<file path="src/rtl/dmem_access_unit_if.sv">
// Data-memory bus: one valid/ready request channel with read data returned on the ready cycle.
interface dmem_access_unit_if;
    logic        bus_valid;
    logic        bus_we;
    logic [31:0] bus_addr;
    logic [3:0]  bus_be;
    logic [31:0] bus_wdata;
    logic        bus_ready;
    logic [31:0] bus_rdata;

    modport master (
        output bus_valid,
        output bus_we,
        output bus_addr,
        output bus_be,
        output bus_wdata,
        input  bus_ready,
        input  bus_rdata
    );

    modport slave (
        input  bus_valid,
        input  bus_we,
        input  bus_addr,
        input  bus_be,
        input  bus_wdata,
        output bus_ready,
        output bus_rdata
    );
endinterface

</file>
<file path="src/rtl/dmem_access_unit.sv">
// Load/store stage between the datapath and the data-memory bus: lane steering, load
// extension, misalignment rejection and a bus watchdog, stalling the datapath while busy.
module dmem_access_unit #(
    parameter int TIMEOUT = 16
) (
    input  logic               clk,
    input  logic               rst,
    input  logic               mem_req,
    input  logic               mem_we,
    input  logic [1:0]         size,
    input  logic               sign_ext,
    input  logic [31:0]        addr,
    input  logic [31:0]        wdata,
    output logic [31:0]        rdata,
    output logic               stall,
    output logic               err,
    dmem_access_unit_if.master dbus
);

    localparam int WD_W = (TIMEOUT > 1) ? $clog2(TIMEOUT) : 1;
    localparam logic [WD_W-1:0] WD_LAST = WD_W'(TIMEOUT - 1);

    typedef enum logic [1:0] {
        IDLE = 2'd0,
        REQ  = 2'd1,
        RESP = 2'd2,
        ERR  = 2'd3
    } state_t;

    state_t          state;
    state_t          state_nx;
    logic [WD_W-1:0] wd_cnt;
    logic            misalign_c;
    logic            start_c;
    logic            wd_expire_c;

    logic [1:0]      size_p0;
    logic            sext_p0;
    logic [1:0]      off_p0;

    function automatic logic is_misaligned(input logic [1:0] sz, input logic [1:0] off);
        case (sz)
            2'b00:   is_misaligned = 1'b0;
            2'b01:   is_misaligned = off[0];
            2'b10:   is_misaligned = (off != 2'b00);
            default: is_misaligned = 1'b1;
        endcase
    endfunction

    function automatic logic [3:0] lane_be(input logic [1:0] sz, input logic [1:0] off);
        case (sz)
            2'b00:   lane_be = 4'b0001 << off;
            2'b01:   lane_be = off[1] ? 4'b1100 : 4'b0011;
            default: lane_be = 4'b1111;
        endcase
    endfunction

    function automatic logic [31:0] lane_wdata(input logic [1:0] sz, input logic [31:0] d);
        case (sz)
            2'b00:   lane_wdata = {4{d[7:0]}};
            2'b01:   lane_wdata = {2{d[15:0]}};
            default: lane_wdata = d;
        endcase
    endfunction

    // Pick the addressed lane out of the bus word and widen it per the latched sign mode.
    function automatic logic [31:0] load_extract(input logic [1:0] sz, input logic sext,
                                                 input logic [1:0] off, input logic [31:0] d);
        logic signed [7:0]  b;
        logic signed [15:0] h;
        logic signed [31:0] r;
        case (off)
            2'd0:    b = d[7:0];
            2'd1:    b = d[15:8];
            2'd2:    b = d[23:16];
            default: b = d[31:24];
        endcase
        h = off[1] ? d[31:16] : d[15:0];
        case (sz)
            2'b00:   r = sext ? 32'(b) : {24'd0, b};
            2'b01:   r = sext ? 32'(h) : {16'd0, h};
            default: r = d;
        endcase
        load_extract = r;
    endfunction

    assign misalign_c  = is_misaligned(size, addr[1:0]);
    assign wd_expire_c = (wd_cnt == WD_LAST);

    always_ff @(posedge clk or negedge rst) begin
        if (!rst) begin
            state  <= IDLE;
            wd_cnt <= '0;
        end else begin
            state  <= state_nx;
            wd_cnt <= (state == REQ && !dbus.bus_ready) ? wd_cnt + 1'b1 : '0;
        end
    end

    always_comb begin
        state_nx = state;
        stall    = 1'b0;
        start_c  = 1'b0;
        case (state)
            IDLE: begin
                if (mem_req) begin
                    stall = 1'b1;
                    if (misalign_c) begin
                        state_nx = ERR;
                    end else begin
                        start_c  = 1'b1;
                        state_nx = REQ;
                    end
                end
            end
            REQ: begin
                stall = 1'b1;
                if (dbus.bus_ready) begin
                    state_nx = RESP;
                end else if (wd_expire_c) begin
                    state_nx = ERR;
                end
            end
            RESP:    state_nx = IDLE;
            default: state_nx = IDLE;
        endcase
    end

    // Request issue: bus outputs are loaded once and held for the whole REQ phase.
    always_ff @(posedge clk or negedge rst) begin
        if (!rst) begin
            dbus.bus_valid <= 1'b0;
            dbus.bus_we    <= 1'b0;
            dbus.bus_addr  <= '0;
            dbus.bus_be    <= '0;
            dbus.bus_wdata <= '0;
            rdata          <= '0;
            err            <= 1'b0;
        end else begin
            err <= (state_nx == ERR);
            case (state)
                IDLE: begin
                    if (start_c) begin
                        dbus.bus_valid <= 1'b1;
                        dbus.bus_we    <= mem_we;
                        dbus.bus_addr  <= {addr[31:2], 2'b00};
                        dbus.bus_be    <= lane_be(size, addr[1:0]);
                        dbus.bus_wdata <= lane_wdata(size, wdata);
                    end
                end
                REQ: begin
                    if (dbus.bus_ready) begin
                        dbus.bus_valid <= 1'b0;
                        if (!dbus.bus_we) begin
                            rdata <= load_extract(size_p0, sext_p0, off_p0, dbus.bus_rdata);
                        end
                    end else if (wd_expire_c) begin
                        dbus.bus_valid <= 1'b0;
                    end
                end
                default: ;
            endcase
        end
    end

    // Load-format context, needed only when the response returns.
    always_ff @(posedge clk) begin
        if (start_c) begin
            size_p0 <= size;
            sext_p0 <= sign_ext;
            off_p0  <= addr[1:0];
        end
    end

endmodule

</file>
<file path="src/flat_wrapper.sv">
// flat-port wrapper written by rule: the top's interface ports become plain ports
module dmem_access_unit_flat 
#(
    parameter int TIMEOUT = 16
)
  (clk, rst, mem_req, mem_we, size, sign_ext, addr, wdata, rdata, stall, err, dbus_bus_valid, dbus_bus_we, dbus_bus_addr, dbus_bus_be, dbus_bus_wdata, dbus_bus_ready, dbus_bus_rdata);
  dmem_access_unit_if dbus_i ();
  input  logic clk;
  input  logic rst;
  input  logic mem_req;
  input  logic mem_we;
  input  logic [1:0] size;
  input  logic sign_ext;
  input  logic [31:0] addr;
  input  logic [31:0] wdata;
  output logic [31:0] rdata;
  output logic stall;
  output logic err;
  output wire logic [$bits(dbus_i.bus_valid)-1:0] dbus_bus_valid;
  output wire logic [$bits(dbus_i.bus_we)-1:0] dbus_bus_we;
  output wire logic [$bits(dbus_i.bus_addr)-1:0] dbus_bus_addr;
  output wire logic [$bits(dbus_i.bus_be)-1:0] dbus_bus_be;
  output wire logic [$bits(dbus_i.bus_wdata)-1:0] dbus_bus_wdata;
  input wire logic [$bits(dbus_i.bus_ready)-1:0] dbus_bus_ready;
  input wire logic [$bits(dbus_i.bus_rdata)-1:0] dbus_bus_rdata;
  assign dbus_bus_valid = dbus_i.bus_valid;
  assign dbus_bus_we = dbus_i.bus_we;
  assign dbus_bus_addr = dbus_i.bus_addr;
  assign dbus_bus_be = dbus_i.bus_be;
  assign dbus_bus_wdata = dbus_i.bus_wdata;
  assign dbus_i.bus_ready = dbus_bus_ready;
  assign dbus_i.bus_rdata = dbus_bus_rdata;
  dmem_access_unit #(.TIMEOUT(TIMEOUT)) u_core (.clk(clk), .rst(rst), .mem_req(mem_req), .mem_we(mem_we), .size(size), .sign_ext(sign_ext), .addr(addr), .wdata(wdata), .rdata(rdata), .stall(stall), .err(err), .dbus(dbus_i));
endmodule
</file>
<file path="config.mk">
export PLATFORM = sky130hd
export DESIGN_NAME = dmem_access_unit_flat
export DESIGN_NICKNAME = d
export VERILOG_FILES = /design/src/rtl/dmem_access_unit_if.sv /design/src/rtl/dmem_access_unit.sv /design/src/flat_wrapper.sv
export SDC_FILE = /design/constraint.sdc
export NUM_CORES = 1
export LEC_CHECK = 0
export ABC_AREA = 0
export ABC_CLOCK_PERIOD_IN_PS = 1800
export BUFFER_PORTS_ARGS = -buffer_cell sky130_fd_sc_hd__buf_2
export CORE_ASPECT_RATIO = 0.6
export CORE_MARGIN = 4
export CORE_UTILIZATION = 49
export CTS_CLUSTER_DIAMETER = 80
export DETAILED_ROUTE_END_ITERATION = 6
export GPL_ROUTABILITY_DRIVEN = 0
export GPL_TIMING_DRIVEN = 0
export PLACE_DENSITY_LB_ADDON = 0.3
export SLEW_MARGIN = 15
export SYNTH_ARGS = -nofsm -noshare
export SYNTH_HDL_FRONTEND = slang
export SYNTH_SLANG_ARGS = --single-unit
</file>
<file path="constraint.sdc">
create_clock -name clk -period 1.8 [get_ports clk]
set_input_delay 0.09 -clock clk [delete_from_list [all_inputs] [get_ports clk]]
set_output_delay 0.09 -clock clk [all_outputs]
set_load 0.02 [all_outputs]
</file>
==> results.yml, run 1 <==
floorplan:
  chipWidth_um: 142
  rows: 28
  io-pin-count: 208
  floorplan.initialDensity: 0.518
  die-area_um2: 12500
  floorplan.die.height_um: 88.3
  core-area_um2: 10200
timing:
  max_transition_viols_final: 0
  worst_clock_skew_ps: 11.0
  timing.final.setup_violations: 0
  max_clock_freq_ghz: 0.589
  timing.slew.headroom: 0.454
  timing.final.crit_share: 0.943
  tightestPinTransition_ps: 816
  timing.final.crit_period_ps: 1700
  grt_setup_unrepaired: "false"
  fin_worst_hold_slack_ps: 14.0
  hold_viol: 0
clock_network:
  cts_tree: "yes"
  clk_transition_reported_paths_ps: 80
  cts_max_level: 3
  clock_sink_count: 112
  insertion_delay_ps: 350
  cts_root_buf: "clkbuf_16"
  cts_inserted_buffers: 9
  cts_max_path_buffers: 2
place:
  buffer_ports.inserted: 205
  post_dp_cell_area_um2: 6490
  place_hpwl_mm: 11.5
logic_synthesis:
  synthArstFlopShare: 0.955
  synth_seq_cells: 112
  synth.yosys.seq_area_share: 0.537
  synth-edff-count: 5
  post_synth_inst_count: 449
  synth_ff_type: "dfrtp_1"
  synth.yosys.warnings: 0
  synth_area_um2: 5260
  synthesis.area_per_instance_um2: 11.7
  netlist-cell-type-count: 43
detailed_routing:
  detail-route-antenna-nets: 0
  drt_pass1_iterations: 7
  drt-vias-per-instance: 5.45
  drt-initial-drc-count: 289
  route.vias.total: 4592
  routed_wire_length_mm: 15.9
  drt-wirelength-per-cell_um: 18.9
  route.detailed.drc: 0
job:
  max_cap_viol_count: 0
setup_path:
  timing.critical_path.to_type: "flip-flop"
  worst_path_most_repeated_cell: "buf_6"
  critical_path.cell_chain: "nor2_1, nand3_2, buf_6, buf_6, inv_1"
  path_max_fanout: 10
  r2r_slack_ps: 100
  critical-path-max-stage-delay_ps: 470
  worstReg2RegEnd: "u_core.sext_p0"
  criticalPathCategory: "flip-flop to flip-flop"
  timing.reg2reg.worst_path_depth: 5
  setup.worst_path.start_class: "flip-flop"
  timing.rr.start: "u_core.state[0]"
  worst_path_cell_with_the_longest_stage_delay: "dfrtp_1"
  crit_arrival_ps: 1740
  timing.critical_path.required_ps: 1840
global_routing:
  grt-ovfl-total: 0
  grt_first_pass_wirelength_mm: 25.1
  grt_pass1_vias: 4732
  grt_start_max_net_pins: 61
  grt_antenna_before_repair: 0
  globalRouteTotalUtil: 0.257
layout:
  drive_above_1_share: 0.470
  most_common_cell_after_layout_fill_and_taps_aside: "buf_2"
  num_antenna_cells: 0
  post-route-cell-area_um2: 7180
  final_cell_mix: "215 x buf_2, 107 x dfrtp_1, 64 x mux2_2"
  final_net_count: 807
  layout-area-overhead-vs-synth_pct: 36.5
  num-fill-cells: 767
pwr:
  p_int_mw: 6.86
  worst_ir_drop_vdd_uv: 1200
  powerDensity_nw_per_um2: 1590
  combPwrFrac: 0.438
  clkPwrFrac: 0.178
  seq_power_share: 0.384
  power_switching_mw: 4.56
  cellLeakagePower_nw: 3.60
  switching_share: 0.399
hold_path:
  whs_endpoint: "u_core.off_p0[0]"
  whs_path_depth: 1
  worstHoldPathType: "input port to flip-flop"
  hold_start: "addr[0]"
outcome:
  outcome: "finished clean"
-- metal layers --
metal | share of wire | up-vias | global-route usage
met2 | 0.45 | 249 | 0.395
met4 | 0.014 | 0 | 0.0679
li1 | - | 2100 | -
met1 | 0.44 | 2218 | 0.361
met5 | 0 | - | 0
met3 | 0.096 | 25 | 0.0772
-- critical path, delay by kind of cell (launching register included) --
family	cells	cell delay, ps
AND/OR/NAND/NOR	2	390
buffers and inverters	3	530
flip-flops	1	470
-- flip-flops by register name (all words and copies together), names as in the netlist, 2 cells and up --
name / count
u_core.dbus.bus_wdata: 32
u_core.rdata: 32
u_core.dbus.bus_addr: 30
u_core.dbus.bus_be: 4
u_core.wd_cnt: 4
u_core.off_p0: 2
u_core.size_p0: 2
u_core.state: 2
-- cells by family after synthesis --
kind of cell | Yosys count | share of synthesized area
simple gates | 126 | 0.110
flops | 112 | 0.537
mux | 99 | 0.220
compound gates | 68 | 0.0889
buf+inv | 40 | 0.0376
xor+xnor | 2 | 0.00333
fa+ha+maj | 1 | 0.00238
other cells | 1 | 0.000713
-- power by group through the flow --
stage	logic [mW]	clock network [mW]	registers (mW)
5_1_grt	5.36	2.17	4.51
2_1_floorplan	1.72	0	5.66
6_report	5.00	2.03	4.38
4_1_cts	5.01	2.07	4.31
3_3_place_gp	4.83	0	4.26
3_5_place_dp	4.94	0	4.33
-- cell usage after synthesis, types with 2 or more instances --
| cell | instances | area, um2 |
|---|---|---|
| buf_4 | 3 | 22.5 |
| o31ai_1 | 4 | 30.0 |
| a21oi_1 | 17 | 85.1 |
| a211oi_1 | 2 | 15.0 |
| clkbuf_1 | 11 | 41.3 |
| nor2_1 | 25 | 93.8 |
| nand2_1 | 42 | 158 |
| a22o_1 | 7 | 61.3 |
| dfrtp_1 | 107 | 2680 |
| nor3_1 | 4 | 20.0 |
| nand2b_1 | 6 | 37.5 |
| edfxtp_1 | 5 | 150 |
| a2bb2oi_1 | 2 | 17.5 |
| buf_6 | 3 | 33.8 |
| mux2_2 | 64 | 721 |
| a22oi_1 | 8 | 60.1 |
| a31o_2 | 3 | 26.3 |
| buf_2 | 11 | 55.1 |
| nor2b_1 | 7 | 43.8 |
| a311oi_1 | 5 | 43.8 |
| o21ai_0 | 12 | 60.1 |
| nand3_1 | 34 | 170 |
| inv_1 | 7 | 26.3 |
| or3_1 | 4 | 25.0 |
| buf_1 | 5 | 18.8 |
| mux2_4 | 17 | 255 |
| mux2i_1 | 18 | 180 |
-- stage by stage --
step / worst slack, ps / power (mW) / TNS, ps / std cells / utilization
after floorplan: 259 / 7.38 / 0 / 450 / -
after global placement: -510 / 9.09 / -53930 / 790 / 0.636
after detailed placement: -103 / 9.27 / -1190 / 791 / 0.639
after CTS: 14.6 / 11.4 / 0 / 844 / 0.706
after global routing: 12.9 / 12.0 / 0 / 842 / 0.707
final: 102 / 11.4 / 0 / 842 / 0.707
-- worst max path at each step --
stage	from	endpoint	slack, ps	cells after the start
2_1_floorplan	u_core.off_p0[1]	u_core.rdata[10]	260	6
3_3_place_gp	rst	u_core.rdata[27]	-510	1
5_1_grt	u_core.state[0]	u_core.size_p0[1]	10	5
4_1_cts	u_core.state[0]	u_core.sext_p0	10	6
3_5_place_dp	u_core.off_p0[1]	u_core.rdata[12]	-100	6
6_report	u_core.state[0]	u_core.sext_p0	100	5
-- repair_timing --
| item | CTS | global route |
|---|---|---|
| endpoints found under the hold margin | 82 | 0 |
| buffers inserted | 1 | 0 |
| hold buffers | 36 | 0 |
| pin swaps | 1 | 0 |
| setup endpoints to repair | 28 | 50 |
| resized for setup | 2 | 9 |
-- final cells by class --
type                            count  area, um2  share of cell area
Buffer                             31        173              0.0240
Sequential cell                   112       2830               0.394
Timing Repair Buffer              243       1430               0.199
Clock buffer                       12        246              0.0343
Inverter                            7       26.3             0.00366
Multi-Input combinational cell    298       2260               0.315
Clock inverter                      4       52.6             0.00732
Tap cell                          135        169              0.0235
(Power assumes the default switching activity.)
==> run 2, diff against run 1 <==
--- a/config.mk
+++ b/config.mk
@@ -16,6 +16,7 @@
 export GPL_ROUTABILITY_DRIVEN = 0
 export GPL_TIMING_DRIVEN = 0
 export PLACE_DENSITY_LB_ADDON = 0.3
+export REMOVE_ABC_BUFFERS = 1
 export SLEW_MARGIN = 15
 export SYNTH_ARGS = -nofsm -noshare
 export SYNTH_HDL_FRONTEND = slang
==> run 2 against run 1 <==
Compared with the run above:
- combinational power rose by 1%
- design area rose by 1.6%
- non-clock buffer count fell by 13
- routed wire length fell by 4.0%
- register-to-register slack got worse by 20 ps
==> results.yml, run 2 (synthesized netlist as in run 1, its figures left out) <==
floorplan:
  floorplan.die.height_um: 88.3
  floorplan.initialDensity: 0.518
  chipWidth_um: 142
  rows: 28
  io-pin-count: 208
  die-area_um2: 12500
  core-area_um2: 10200
detailed_routing:
  detail-route-antenna-nets: 0
  routed_wire_length_mm: 15.3
  drt_pass1_iterations: 5
  drt-vias-per-instance: 5.44
  drt-initial-drc-count: 254
  route.vias.total: 4530
  route.detailed.drc: 0
  drt-wirelength-per-cell_um: 18.4
outcome:
  outcome: "finished clean"
clock_network:
  cts_root_buf: "clkbuf_16"
  cts_max_level: 3
  clock_sink_count: 112
  cts_inserted_buffers: 9
  cts_max_path_buffers: 2
  clk_transition_reported_paths_ps: 80
  insertion_delay_ps: 340
  cts_tree: "yes"
timing:
  worst_clock_skew_ps: 5.87
  timing.final.crit_period_ps: 1720
  hold_viol: 0
  grt_setup_unrepaired: "false"
  timing.slew.headroom: 0.473
  max_transition_viols_final: 0
  tightestPinTransition_ps: 788
  timing.final.setup_violations: 0
  timing.final.crit_share: 0.953
  max_clock_freq_ghz: 0.583
layout:
  final_net_count: 797
  layout_top_registers: "u_core.dbus.bus_wdata (32), u_core.rdata (32), u_core.dbus.bus_addr (30)"
  num-fill-cells: 736
  num_antenna_cells: 0
  post-route-cell-area_um2: 7300
  drive_above_1_share: 0.486
  final_cell_mix: "204 x buf_2, 107 x dfrtp_1, 64 x mux2_2"
  layout-area-overhead-vs-synth_pct: 38.7
  most_common_cell_after_layout_fill_and_taps_aside: "buf_2"
job:
  max_cap_viol_count: 0
setup_path:
  timing.critical_path.to_type: "flip-flop"
  timing.critical_path.required_ps: 2020
  crit_arrival_ps: 1940
  criticalPathCategory: "flip-flop to flip-flop"
  path_max_fanout: 37
  setup.worst_path.start_class: "flip-flop"
global_routing:
  grt.met2_usage: 0.418
  globalRoute.busiestLayer: "met2"
  grt_start_max_net_pins: 68
  globalRouteTotalUtil: 0.243
  grt_pass1_vias: 4678
  grt.met3_usage: 0.0724
  grt_first_pass_wirelength_mm: 24.2
  gr-usage-met1: 0.309
  grt-ovfl-total: 0
  grt_antenna_before_repair: 0
place:
  buffer_ports.inserted: 205
  post_dp_cell_area_um2: 6350
  place_hpwl_mm: 9.92
pwr:
  post-layout-total-power_mw: 11.6
  worst_ir_drop_vdd_uv: 930
  powerDensity_nw_per_um2: 1590
  cellLeakagePower_nw: 3.61
hold_path:
  worstHoldPathType: "input port to flip-flop"
[run 2: changes by cell type in the layout (fill, tap and decap cells not counted), sizes merged]
| cell | delta |
|---|---|
| clkinvlp | +2 |
| bufinv | +1 |
| clkbuf | -15 |
| and3 | +1 |
| nand3 | +2 |
| buf | -1 |
[run 2: worst max-delay path, cell delays in order, from the launching register on]
cell,delay (ps)
dfrtp_1,550
nor2_2,320
nand3_4,160
buf_12,220
mux2_4,320
[run 2: path summary, 6_finish.rpt]
check	start	depth (start not counted)	endpoint	slack, ps
max reg2reg	u_core.state[0]	4	u_core.dbus.bus_addr[27]	80
max in group asynchronous	rst	3	u_core.rdata[19]	900
max	u_core.state[0]	4	u_core.dbus.bus_addr[27]	80
min reg2reg	u_core.wd_cnt[0]	1	u_core.wd_cnt[0]	470
min in group asynchronous	rst	2	u_core.dbus.bus_addr[22]	220
min	dbus_bus_rdata[20]	3	u_core.rdata[20]	10
[run 2: through the flow]
stage	cells	hold WS [ps]	worst slack, ps	util	setup TNS, ps
finish	832	13.0	84.5	0.718	0
global route	832	12.6	14.8	0.718	0
detailed placement	759	32.6	-936	0.625	-41260
CTS	821	0.615	3.06	0.708	0
floorplan	417	-206	-683	-	-48800
global placement	757	270	-1490	0.619	-176880
[run 2: what timing repair did]
item | CTS | global route
setup buffers | 9 | 9
gates resized for setup | 11 | 5
endpoints found under the hold margin | 75 | 0
pin swaps | 2 | 2
cloned | 1 | 2
endpoints found under the setup margin | 74 | 84
hold buffers | 36 | 0
[run 2: layout make-up]
| type | count | area, um2 | share of cell area |
|---|---|---|---|
| well taps | 135 | 169 | 0.0232 |
| inverters | 7 | 30.0 | 0.00412 |
| clock buffers | 9 | 225 | 0.0309 |
| repair buffers | 261 | 1590 | 0.218 |
| flip-flops and latches | 112 | 2830 | 0.388 |
| multi-input cells | 301 | 2350 | 0.322 |
| clock inverters | 7 | 104 | 0.0142 |
[run 2: where the power goes]
| group | switching, mW | leakage, nW | total (mW) | internal (mW) |
|---|---|---|---|---|
| clock | 0.937 | 0.154 | 2.17 | 1.24 |
| sequential | 0.673 | 1.34 | 4.35 | 3.68 |
| combinational | 2.97 | 2.12 | 5.06 | 2.08 |
[run 2: per-layer routing]
metal	vias to the layer above	share of wire
met1	2204	0.41
li1	2083	-
met2	223	0.49
met3	20	0.085
met5	-	0
met4	0	0.011
